**src/rtl/insn_prefetch.sv**
```systemverilog
`default_nettype none
// ============================================================================
// Module   : insn_prefetch
// Brief    : Instruction prefetch queue. Issues sequential word reads to a
//            synchronous-read instruction memory, buffers {pc, insn} pairs in
//            a small FIFO and hands them to the front end over valid/ready.
//            A redirect flushes the queue, drops the outstanding read and
//            restarts fetching at the new PC.
// Revision : 1.0 - initial release
// ============================================================================
module insn_prefetch #(
    parameter int unsigned DEPTH    = 4,
    parameter logic [31:0] RESET_PC = 32'h0000_0000
) (
    input  logic        clk,
    input  logic        rst,
    input  logic        redirect_valid,
    input  logic [31:0] redirect_pc,
    output logic        mem_rd,
    output logic [31:0] mem_addr,
    input  logic [31:0] mem_data,
    output logic        out_valid,
    input  logic        out_ready,
    output logic [31:0] out_insn,
    output logic [31:0] out_pc
);

    // Pointer width covers DEPTH entries; occupancy needs one extra bit to
    // represent the completely full state.
    localparam int unsigned c_PTR_W = $clog2(DEPTH);
    localparam int unsigned c_OCC_W = c_PTR_W + 1;
    localparam logic [c_OCC_W-1:0] c_DEPTH_OCC = c_OCC_W'(DEPTH);

    // Pointers rely on natural binary wrap, so DEPTH must be a power of two.
    if ((DEPTH < 2) || ((DEPTH & (DEPTH - 1)) != 0)) begin : g_bad_depth
        $error("insn_prefetch: DEPTH must be a power of two and at least 2");
    end

    // ------------------------------------------------------------------------
    // State
    // ------------------------------------------------------------------------
    logic [31:0]        r_fetch_pc;
    logic               r_inflight;
    logic [31:0]        r_inflight_pc;
    logic [c_PTR_W-1:0] r_rd_ptr;
    logic [c_PTR_W-1:0] r_wr_ptr;
    logic [c_OCC_W-1:0] r_occ;
    logic [31:0]        r_pc_q   [DEPTH];
    logic [31:0]        r_insn_q [DEPTH];

    // ------------------------------------------------------------------------
    // Handshake and credit logic
    // ------------------------------------------------------------------------
    logic               w_pop;
    logic               w_push;
    logic               w_credit;
    logic [c_OCC_W:0]   w_committed;

    assign out_valid = (r_occ != '0);
    assign w_pop     = out_valid && out_ready;

    // A response is only kept when no redirect is flushing the queue.
    assign w_push    = r_inflight && !redirect_valid;

    // Every slot is either occupied or promised to the outstanding read;
    // a fresh read may only go out if one slot is uncommitted, or if the
    // head is leaving this cycle and frees one.
    assign w_committed = {1'b0, r_occ} + {{c_OCC_W{1'b0}}, r_inflight};
    assign w_credit    = (w_committed < {1'b0, c_DEPTH_OCC});

    assign mem_rd   = !rst && !redirect_valid && (w_credit || w_pop);
    assign mem_addr = r_fetch_pc;

    // Head entry is forced to zero while empty so reset shows clean outputs.
    assign out_insn = out_valid ? r_insn_q[r_rd_ptr] : 32'h0;
    assign out_pc   = out_valid ? r_pc_q[r_rd_ptr]   : 32'h0;

    // ------------------------------------------------------------------------
    // Fetch address and outstanding-read tracking
    // ------------------------------------------------------------------------
    // Advance the fetch PC on every issued read; a redirect overrides it and
    // forgets the in-flight read so its response is never captured.
    always_ff @(posedge clk or posedge rst) begin
        if (rst) begin
            r_fetch_pc    <= RESET_PC;
            r_inflight    <= 1'b0;
            r_inflight_pc <= 32'h0;
        end else if (redirect_valid) begin
            r_fetch_pc    <= redirect_pc;
            r_inflight    <= 1'b0;
        end else begin
            r_inflight <= mem_rd;
            if (mem_rd) begin
                r_inflight_pc <= r_fetch_pc;
                r_fetch_pc    <= r_fetch_pc + 32'd1;
            end
        end
    end

    // ------------------------------------------------------------------------
    // FIFO pointers and occupancy
    // ------------------------------------------------------------------------
    // A redirect empties the queue outright; a pop in the same cycle is
    // already complete on the consumer side, so nothing else is needed.
    always_ff @(posedge clk or posedge rst) begin
        if (rst) begin
            r_rd_ptr <= '0;
            r_wr_ptr <= '0;
            r_occ    <= '0;
        end else if (redirect_valid) begin
            r_rd_ptr <= '0;
            r_wr_ptr <= '0;
            r_occ    <= '0;
        end else begin
            if (w_push) begin
                r_wr_ptr <= r_wr_ptr + 1'b1;
            end
            if (w_pop) begin
                r_rd_ptr <= r_rd_ptr + 1'b1;
            end
            case ({w_push, w_pop})
                2'b10:   r_occ <= r_occ + 1'b1;
                2'b01:   r_occ <= r_occ - 1'b1;
                default: r_occ <= r_occ;
            endcase
        end
    end

    // ------------------------------------------------------------------------
    // FIFO storage
    // ------------------------------------------------------------------------
    // Payload storage needs no reset: entries are only observed once the
    // occupancy counter says they were written.
    always_ff @(posedge clk) begin
        if (w_push) begin
            r_pc_q[r_wr_ptr]   <= r_inflight_pc;
            r_insn_q[r_wr_ptr] <= mem_data;
        end
    end

    // ------------------------------------------------------------------------
    // Invariants
    // ------------------------------------------------------------------------
    // The credit rule must make a write into a full queue impossible.
    a_no_full_write: assert property (@(posedge clk) disable iff (rst)
        !(w_push && (r_occ == c_DEPTH_OCC)));

    // At most one read is ever outstanding on top of the stored entries.
    a_committed_bound: assert property (@(posedge clk) disable iff (rst)
        (w_committed <= {1'b0, c_DEPTH_OCC}));

endmodule
`default_nettype wire

```
**config.mk**
```make
export PLATFORM = sky130hd
export DESIGN_NAME = insn_prefetch
export DESIGN_NICKNAME = d
export VERILOG_FILES = /design/src/rtl/insn_prefetch.sv
export SDC_FILE = /design/constraint.sdc
export NUM_CORES = 1
export LEC_CHECK = 0
export CAP_MARGIN = 20
export CORE_MARGIN = 1
export CORE_UTILIZATION = 60
export DETAILED_ROUTE_END_ITERATION = 12
export HOLD_SLACK_MARGIN = 0.03
export PLACE_DENSITY = 0.88
export SLEW_MARGIN = 20
export SYNTH_ARGS = -nofsm -noshare
export SYNTH_HDL_FRONTEND = slang
export SYNTH_SLANG_ARGS = --single-unit
```
**constraint.sdc**
```tcl
create_clock -name clk -period 5.68 [get_ports clk]
set_input_delay 0.568 -clock clk [delete_from_list [all_inputs] [get_ports clk]]
set_output_delay 0.568 -clock clk [all_outputs]
set_load 0.05 [all_outputs]
```
# Word-level counts from Yosys, hierarchy flattened
# Memories as Yosys holds them, arrays and structs flattened.
# Index checks and enable logic that the tools add are counted.
[totals]
regBits = 72
ramBits = 256
inputBits = 68
output_inout_bits = 98
elab_cells = 44
n_memories = 2
[mem_list]
columns = ["memory", "depth", "width", "rd", "rd_clocked_by_memory_dff", "write_ports", "line_no", "rtl"]
rows = [
  ["r_insn_q", 4, 32, 1, 0, 1, "49", "logic [31:0] r_insn_q [DEPTH];"],
  ["r_pc_q", 4, 32, 1, 0, 1, "48", "logic [31:0] r_pc_q [DEPTH];"],
]
[op_classes]
addsub = 6
magnitude_cmp = 1
n_eq_ne = 2
muxes = 13
bitwise = 1
reduce_logical = 13
[ops]
columns = ["operator", "count"]
rows = [
  ["$mux W32", 4],
  ["$add A32 B1 Y32 const B", 1],
  ["$mux W2", 4],
  ["$pmux W3 S2", 1],
  ["$reduce_bool A2 Y1", 3],
  ["$reduce_bool A3 Y1", 2],
  ["$add A2 B1 Y2 const B", 2],
  ["$add A3 B1 Y4", 1],
  ["$logic_and A1 B1 Y1", 4],
  ["$lt A4 B3 Y1 const B", 1],
  ["$add A3 B1 Y3 const B", 1],
  ["$mux W1", 3],
  ["$mux W3", 1],
  ["$sub A3 B1 Y3 const B", 1],
  ["$eq A2 B1 Y1 const B", 1],
  ["$eq A2 B2 Y1 const B", 1],
  ["$logic_not A1 Y1", 2],
  ["$reduce_and A2 Y1", 1],
  ["$logic_or A1 B1 Y1", 1],
  ["$not A1 Y1", 1],
]

# Longest topological paths before layout
# Gate-level depths: netlist of the first run.
[depth]
depth_word = 6
depth_mapped = 7
depth_no_buf = 7

# Least setup slack after synthesis of the first run
# Ideal clock, no wire load.
[synth_timing]
path_type = "input to register"
start = "input redirect_valid"
end = "memory r_insn_q[0][0] (enable)"
setup_time_ns = 0.429
arrival_time_ns = 2.302
t_required_ns = 5.251
setup_slack_ns = 2.950
path_stages = 2
path_buffers = 0
path_cell_list = "nor2b_1 and2_1"
[synth_via]
elab_chain_cells = 4
[synth_lines]
columns = ["item", "line_no", "rtl"]
rows = [
  ["start: declaration", "17", "input logic redirect_valid,"],
  ["$logic_not A1 Y1", "63", "assign w_push = r_inflight && !redirect_valid;"],
  ["$logic_and A1 B1 Y1", "63", ""],
  ["$mux W1", "135", "if (w_push) begin"],
  ["$mux W1 (implied by the code)", "137", "r_insn_q[r_wr_ptr] <= mem_data;"],
  ["end: declaration", "49", ""],
]
# Every way passes these cells.

# Final worst setup path of the first run
[layout_timing]
start = "register r_rd_ptr[1]"
end = "output out_pc[18]"
[layout_via]
elab_chain_cells = 2
[layout_lines]
columns = ["item", "line_no", "rtl"]
rows = [
  ["start: declaration", "45", "logic [c_PTR_W-1:0] r_rd_ptr;"],
  ["start signal: assignment", "119", "r_rd_ptr <= r_rd_ptr + 1'b1;"],
  ["$mem_v2 Z4 W32", "-", ""],
  ["$mux W32", "76", "assign out_pc = out_valid ? r_pc_q[r_rd_ptr] : 32'h0;"],
  ["end: declaration", "25", "output logic [31:0] out_pc"],
]
# Every way passes these cells.

==> impl_metrics.csv, run 1 <==
group,metric,value,unit
logic_synthesis,synth_top_area_frac,0.579,
drt,drc,0,
logic_synthesis,synthTopCellsByArea,"edfxtp_1 (58%), dfrtp_1 (14%), mux4_2 (11%), mux2_2 (3.4%), and2_1 (3.2%)",
logic_synthesis,synthesis.area,0.0133,mm^2
drt,drt-pass1-iter-count,6,
global_routing,grtUsageTotal,0.257,
global_routing,grt_pass1_wl,42.8,mm
sta,setup_tns,0,ns
sta,finalHoldViolCount,0,
logic_synthesis,synth_fp_nets,811,
logic_synthesis,syn_inst,737,
cts,cts_buffers,34,
drt,drt_iter0_drc,577,
placement,hpwl,16.2,mm
placement,io_buffers,165,
sta,finalCritPeriodShare,0.693,
drt,drtAntennaViolNets,0,
sta,skew,0.0145,ns
die,rows,54,
cts,htree_levels,2,
power_and_ir_drop,power,0.00787,W
worst_setup_path,critical_path_arrival,3.37,ns
die,start_util,0.610,
die,die_area,0.0227,mm^2
worst_setup_path,crit_required,5.11,ns
job,cap_violations,0,
cts,cts_tree,"done",
logic_synthesis,synthFlopType,"edfxtp_1",
cts,cts.path.max_buffers,3,
logic_synthesis,yosys_warnings,0,
die,core_area,0.0218,mm^2
sta,slew_headroom,0.211,
drt,routed_via_density,6.03,
cts,cts-resized-gates,0,
sta,setup_violations,0,
global_routing,antenna_found_initial,2,
cts,cts.sinks,328,
global_routing,grt_max_degree,65,
drt,routed_wl,27.9,mm
logic_synthesis,async_flop_share,0.220,
logic_synthesis,syn_avg_cell_area,18.0,um^2
die,die_y,151,um
sta,drv_slew,0,
outcome,status,"finished, final reports clean",
logic_synthesis,ys_types,43,
worst_setup_path,cp-start-kind,"flop",
global_routing,overflow,0,
cts,holdBufCountCts,0,
placement,gp_congestion,0.827,
layout,drive_above_1_share,0.190,
sta,fmax,254,MHz
cts,root_buffer,"clkbuf_16",
die,io_pins,166,
sta,worst_slew_pin_slew,1.17,ns
layout,fill_cells,1275,
min_path,hold_class,"reg -> reg",
sta,grt_setup_unrepaired,"no",
sta,layout_min_cycle_time,3.93,ns
logic_synthesis,ys_seq_area_frac,0.715,
power_and_ir_drop,p_leak,5.50,nW
worst_setup_path,crit_fanout,35,
layout,fin_nets,982,
layout,final_common_cell,"edfxtp_1",
logic_synthesis,synth_seq_cells,328,
power_and_ir_drop,power_density,484,mW/mm^2
drt,wire_per_inst,23.0,um
layout,layout_common_cells,"edfxtp_1 (256), clkdlybuf4s50_1 (165), dfrtp_1 (70), mux4_2 (64), and2_1 (64)",
die,fp.dieW,151,um
layout,area_growth,22.5,%
cts,postCtsSetupBuffers,0,
cts,clk_pin_slew,0.07,ns
power_and_ir_drop,vdd_drop_max,0.450,mV
global_routing,grt_pass1_vias,7523,
worst_setup_path,crit_path_end_kind,"primary output",
logic_synthesis,yosys.area.top_type,"edfxtp_1",
cts,clock_latency,0.50,ns
drt,via_count,7320,
worst_setup_path,worstSetupPathType,"reg -> out",
logic_synthesis,synth_edf_count,256,
final timing paths:
kind	slack, ns	startpoint	to	cells past startpoint
setup / recovery	1.75	r_rd_ptr[1]$_DFFE_PP0P_	out_pc[18]	4
hold / removal	0.52	r_inflight_pc[12]$_DFFE_PP0P_	r_pc_q[3][12]$_DFFE_PP_	0
setup reg to reg	2.73	r_occ[0]$_DFFE_PP0P_	r_occ[2]$_DFFE_PP0P_	8
hold reg to reg	0.52	r_inflight_pc[12]$_DFFE_PP0P_	r_pc_q[3][12]$_DFFE_PP_	0
max in group asynchronous	3.98	rst	r_inflight_pc[30]$_DFFE_PP0P_	3
min in group asynchronous	0.71	rst	r_inflight_pc[1]$_DFFE_PP0P_	2
Yosys cell counts (2+ instances only):
cell and instances:
buf_6 2, edfxtp_1 256, ha_1 5, nor3_1 6
o21ai_1 2, mux4_2 64, and3_1 7, and2_1 68
a21oi_1 4, inv_1 6, xnor2_1 14, nor4_4 2
nand2_1 33, xor2_1 19, nor4_1 6, or3_1 3
nor4_2 3, mux2i_1 3, nand3_1 15, nor2_1 15
buf_2 13, mux2_2 40, nand4_1 16, and4_1 5
dfrtp_1 72, buf_1 4, o21ai_0 19, clkbuf_1 19
a211oi_1 2
power by group:
part	internal, W	switching [W]
Clock	0.00127	0.000869
Sequential	0.00283	0.000223
Combinational	0.00104	0.00164
registers in the layout (all words and copies together), names as in the netlist:
register / count
r_pc_q: 128
r_inflight_pc: 32
r_inflight: 1
r_occ: 3
r_wr_ptr: 2
mem_addr: 32
r_rd_ptr: 2
r_insn_q: 128
metrics by stage:
stage                      util  hold WS [ns]  cell area (um^2)  cells  setup slack (ns)
after CTS                 0.748         0.510             16300   1213              1.75
after floorplan               -         0.472             13300    737              2.95
final                     0.748         0.515             16300   1214              1.75
after global routing      0.748         0.532             16300   1213              1.67
after global placement    0.698         0.491             15200   1152              2.32
after detailed placement  0.698         0.499             15200   1152              2.29
per-layer routing:
metal  part of all wire  track usage  up-vias  routed length (um)
li1                   -            -     3204                   -
met1               0.40        0.346     3729               11100
met2               0.51        0.431      334               14100
met3              0.077       0.0482       51                2150
met4              0.019       0.0770        2                 536
met5            0.00057            0        -                  16
final cells by class:
class,count,area (um^2),area share
Sequential cell,328,9490,0.584
Tap cell,280,350,0.0215
Clock inverter,10,78.8,0.00485
Multi-Input combinational cell,364,3600,0.222
Inverter,7,26.3,0.00162
Timing Repair Buffer,173,1710,0.105
Clock buffer,51,998,0.0614
Antenna cell,1,2.50,0.000154
logic make-up after synthesis:
group                      synth area share
AOI/OAI and AO/OA                    0.0160
xor gates and xnor gates             0.0218
adders and majority gates           0.00622
buffers and inverters                0.0151
DFF                                   0.715
muxes                                 0.145
and+or+nand+nor                      0.0813
worst max-delay path, stage by stage (launching register included):
cell and delay [ns]:
dfrtp_2 0.94, buf_4 0.56, mux4_2 0.31, and2_1 0.19
clkdlybuf4s50_1 0.82
Power figures use the tool's default switching activity.
==> inputs of run 2 (changes only) <==
- CORE_UTILIZATION: 60 -> 50
- PLACE_DENSITY: 0.88 -> 0.79
- clock period: 5.68 -> 3.45 ns (I/O delays scaled with it)
==> impl_metrics.csv, run 2 (synthesized netlist as in run 1, its figures left out) <==
group,metric,value,unit
power_and_ir_drop,p_leak,5.69,nW
worst_setup_path,cp-start-kind,"flop",
die,die_y,165,um
die,die_area,0.0272,mm^2
min_path,hold_depth,2,
drt,wire_per_inst,21.9,um
layout,layout_common_cells,"edfxtp_1 (256), clkdlybuf4s50_1 (164), dfrtp_1 (70), mux4_2 (64), and2_1 (64)",
layout,area_growth,25.7,%
worst_setup_path,max_stage_delay,0.75,ns
die,rows,59,
worst_setup_path,crit_required,3.11,ns
layout,drive_above_1_share,0.216,
power_and_ir_drop,power,0.0134,W
drt,drt_iter0_drc,511,
worst_setup_path,crit_path_end_kind,"primary output",
cts,postCtsSetupBuffers,0,
worst_setup_path,slowest_stage,"dfrtp_4",
worst_setup_path,reg2reg_depth,8,
sta,grt_setup_unrepaired,"no",
layout,fin_nets,1006,
cts,htree_levels,2,
worst_setup_path,crit_fanout,22,
global_routing,grt_pass1_vias,7534,
die,start_util,0.509,
sta,skew,0.0107,ns
global_routing,overflow,0,
sta,finalHoldViolCount,0,
worst_setup_path,crit_chain,"buf_12 > mux4_2 > and2_1 > clkdlybuf4s50_1",
drt,routed_wl,28.3,mm
drt,drtAntennaViolNets,0,
sta,setup_violations,0,
placement,preCtsSetupSlack,0.661,ns
drt,drt-pass1-iter-count,4,
outcome,status,"finished, final reports clean",
sta,layout_min_cycle_time,3.29,ns
worst_setup_path,critical_path_arrival,2.94,ns
sta,finalCritPeriodShare,0.953,
global_routing,grt_max_degree,38,
cts,clk_pin_slew,0.06,ns
sta,worst_slew_pin_slew,0.586,ns
sta,layout_setup_ws,0.161,ns
die,fp.dieW,165,um
drt,via_count,7373,
drt,routed_via_density,5.70,
layout,final_common_cell,"edfxtp_1",
layout,top_regs,"r_insn_q: 128 flops, r_pc_q: 128 flops",
power_and_ir_drop,vdd_drop_max,0.636,mV
die,io_pins,166,
layout,antenna_cells,0,
placement,io_buffers,165,
cts,clock_latency,0.50,ns
sta,drv_slew,0,
cts,root_buffer,"clkbuf_16",
cts,holdBufCountCts,0,
drt,drc,0,
sta,slew_headroom,0.608,
placement,hpwl,18.0,mm
global_routing,grtUsageTotal,0.216,
min_path,hold_class,"in -> reg",
cts,cts-resized-gates,0,
sta,setup_tns,0,ns
global_routing,antenna_found_initial,0,
cts,cts_buffers,35,
sta,fmax,304,MHz
power_and_ir_drop,power_density,801,mW/mm^2
cts,cts_tree,"done",
job,cap_violations,0,
cts,cts.sinks,328,
die,core_area,0.0261,mm^2
global_routing,grt_pass1_wl,43.2,mm
cts,cts.path.max_buffers,3,
worst_setup_path,worstSetupPathType,"reg -> out",
placement,gp_congestion,0.781,
run 2: changes by cell type in the layout (fill, tap and decap cells not counted), sizes merged:
cell / before / now
buf: 8 / 32
bufinv: 1 / 3
clkbuf: 51 / 49
clkdlybuf4s50: 165 / 164
clkinvlp: 0 / 2
diode: 1 / 0
run 2: layer usage:
metal	up-vias	track usage	routed length, um
li1	3251	-	-
met1	3781	0.302	12200
met2	286	0.346	13700
met3	55	0.0442	1900
met4	0	0.0601	542
met5	-	0	0
run 2: path summary, 6_finish.rpt:
kind                                              start                            end  slack [ns]
min reg2reg                r_inflight_pc[9]$_DFFE_PP0P_         r_pc_q[0][9]$_DFFE_PP_        0.51
max reg2reg                        r_occ[0]$_DFFE_PP0P_           r_occ[2]$_DFFE_PP0P_        0.67
min in group asynchronous                           rst        r_rd_ptr[0]$_DFFE_PP0P_        0.26
max in group asynchronous                           rst  r_inflight_pc[14]$_DFFE_PP0P_        2.45
max                             r_rd_ptr[0]$_DFFE_PP0P_                   out_insn[14]        0.16
min                                      redirect_valid        r_wr_ptr[0]$_DFFE_PP0P_        0.25
run 2: critical path, delay by kind of cell, from the launching register on:
family        cells  cell delay, ns
buf+inv           2            0.97
flops             1            0.75
mux               1            0.53
simple gates      1            0.17
run 2: where the power goes:
group / internal [W] / switching (W) / leakage, nW
clock: 0.00235 / 0.00147 / 0.584
combinational: 0.00179 / 0.00273 / 1.92
sequential: 0.00466 / 0.000366 / 3.18
run 2: cell type report:
class / count / area [um^2]
tap: 335 / 419
inverter: 7 / 26.3
sequential: 328 / 9490
fill: 1776 / 9370
clock buffer: 49 / 1050
timing repair buffer: 196 / 1940
clock inverter: 14 / 148
multi-input combinational: 364 / 3600
run 2: metrics by stage:
step                      utilization  area (um^2)  instances  hold WS (ns)
final                           0.640        16700       1293         0.252
after CTS                       0.640        16700       1293         0.228
after global routing            0.640        16700       1293         0.262
after detailed placement        0.594        15500       1230         0.502
after floorplan                     -        13300        737         0.444
after global placement          0.594        15500       1230         0.487
==> inputs of run 3 (changes only) <==
- CELL_PAD_IN_SITES_DETAIL_PLACEMENT: default -> 0
- CELL_PAD_IN_SITES_GLOBAL_PLACEMENT: default -> 1
- CORE_UTILIZATION: 50 -> 43
- SLEW_MARGIN: 20 -> 30
==> impl_metrics.csv, run 3 (synthesized netlist as in run 1, its figures left out) <==
group,metric,value,unit
outcome,status,"finished, final reports clean",
power_and_ir_drop,power_density,774,mW/mm^2
sta,setup_tns,0,ns
layout,layout_common_cells,"edfxtp_1 (256), clkdlybuf4s50_1 (164), dfrtp_1 (70), mux4_2 (64), and2_1 (64)",
worst_setup_path,crit_fanout,36,
layout,drive_above_1_share,0.203,
sta,skew,0.0194,ns
power_and_ir_drop,p_leak,5.57,nW
cts,htree_levels,2,
layout,final_area,0.0166,mm^2
worst_setup_path,slowest_stage,"clkdlybuf4s50_1",
worst_setup_path,crit_family,"buffers and inverters",
sta,finalCritPeriodShare,0.934,
global_routing,overflow,0,
sta,grt_setup_unrepaired,"no",
cts,postCtsSetupBuffers,0,
layout,area_growth,24.7,%
cts,clk_pin_slew,0.06,ns
layout,antenna_cells,0,
layout,top_regs,"r_insn_q: 128 flops, r_pc_q: 128 flops",
sta,finalHoldViolCount,0,
sta,worst_slew_pin_slew,0.651,ns
sta,drv_slew,0,
layout,seq_area,0.00950,mm^2
drt,drt-pass1-iter-count,4,
placement,placed_area,0.0155,mm^2
placement,io_buffers,165,
cts,cts_buffers,34,
drt,via_count,7134,
layout,fill_cells,2414,
sta,fmax,310,MHz
min_path,hold_class,"in -> reg",
worst_setup_path,crit_path_end_kind,"primary output",
drt,routed_via_density,5.34,
placement,gp_congestion,0.793,
drt,routed_wl,28.1,mm
die,io_pins,166,
global_routing,grtUsageTotal,0.184,
worst_setup_path,max_stage_delay,0.70,ns
placement,hpwl,17.8,mm
cts,cts.path.max_buffers,3,
sta,slew_headroom,0.565,
worst_setup_path,crit_chain,"or3_2 > buf_4 > and2_1 > clkdlybuf4s50_1",
drt,drc,0,
worst_setup_path,cp-start-kind,"flop",
worst_setup_path,worstSetupPathType,"reg -> out",
cts,holdBufCountCts,0,
worst_setup_path,crit_required,3.11,ns
global_routing,grt_pass1_wl,42.9,mm
sta,setup_violations,0,
drt,drt_iter0_drc,349,
worst_setup_path,crit_cells,4,
cts,clock_latency,0.50,ns
global_routing,grt_max_degree,47,
die,die_area,0.0316,mm^2
global_routing,antenna_found_initial,0,
drt,drtAntennaViolNets,0,
cts,cts.sinks,328,
worst_setup_path,critical_path_arrival,2.88,ns
min_path,hold_depth,2,
power_and_ir_drop,vdd_drop_max,0.473,mV
layout,fin_nets,998,
global_routing,grt_pass1_vias,7320,
die,start_util,0.442,
drt,wire_per_inst,21.0,um
worst_setup_path,reg2reg_depth,7,
worst_setup_path,worst-path-buf-inv,2,
die,fp.dieW,178,um
layout,final_common_cell,"edfxtp_1",
sta,layout_min_cycle_time,3.22,ns
die,core_area,0.0300,mm^2
die,rows,63,
job,cap_violations,0,
cts,cts-resized-gates,0,
cts,root_buffer,"clkbuf_16",
cts,cts_tree,"done",
layout,multi_input_area,0.00360,mm^2
die,die_y,178,um
-- run 3: changes by cell type in the layout (fill, tap and decap cells not counted), sizes merged --
cell      change
buf           -7
clkinv        +4
bufinv        -3
clkbuf        -3
clkinvlp      -2
-- run 3: metal layers --
metal / routed length (um) / track usage
met5: 0 / 0
met4: 583 / 0.0520
met3: 1590 / 0.0373
met2: 13800 / 0.309
met1: 12200 / 0.242
-- run 3: worst reg2reg max path, cell delays in order, from the launching register on --
cell	delay, ns
dfrtp_1	0.44
or3_2	0.69
nand2_1	0.27
nor2_1	0.08
fa_1	0.43
nor3_1	0.20
nor3_1	0.07
a211oi_1	0.24
-- run 3: final timing paths --
kind	to	startpoint	slack, ns
max in group asynchronous	r_inflight_pc[11]$_DFFE_PP0P_	rst	2.30
worst min-delay path	r_occ[1]$_DFFE_PP0P_	redirect_valid	0.21
worst max-delay path	out_pc[4]	r_occ[0]$_DFFE_PP0P_	0.23
worst max register to register	r_occ[2]$_DFFE_PP0P_	r_occ[0]$_DFFE_PP0P_	0.92
worst min register to register	r_pc_q[2][31]$_DFFE_PP_	r_inflight_pc[31]$_DFFE_PP0P_	0.50
min in group asynchronous	mem_addr[24]$_DFFE_PP0P_	rst	0.47
-- run 3: area by class of cell --
type | count | area share
inverter | 7 | 0.00159
sequential | 328 | 0.574
timing repair buffer | 189 | 0.116
tap | 390 | 0.0295
clock inverter | 13 | 0.00370
clock buffer | 46 | 0.0572
multi-input combinational | 364 | 0.218
-- run 3: per-stage QoR --
| step | setup WS [ns] | utilization | hold slack, ns | power (W) | instances |
|---|---|---|---|---|---|
| after floorplan | 0.811 | - | 0.444 | 0.00807 | 737 |
| after global placement | 0.717 | 0.518 | 0.489 | 0.00960 | 1278 |
| after detailed placement | 0.711 | 0.518 | 0.499 | 0.00965 | 1278 |
| after CTS | 0.176 | 0.551 | 0.196 | 0.0130 | 1337 |
| after global routing | 0.0966 | 0.551 | 0.233 | 0.0133 | 1337 |
| final | 0.228 | 0.551 | 0.206 | 0.0128 | 1337 |
-- run 3: where the power goes --
group          internal, W  switching [W]  leakage [nW]  total (W)
Sequential         0.00466       0.000349          3.18    0.00501
Combinational      0.00178        0.00271          1.89    0.00449
Clock              0.00192        0.00139         0.500    0.00331
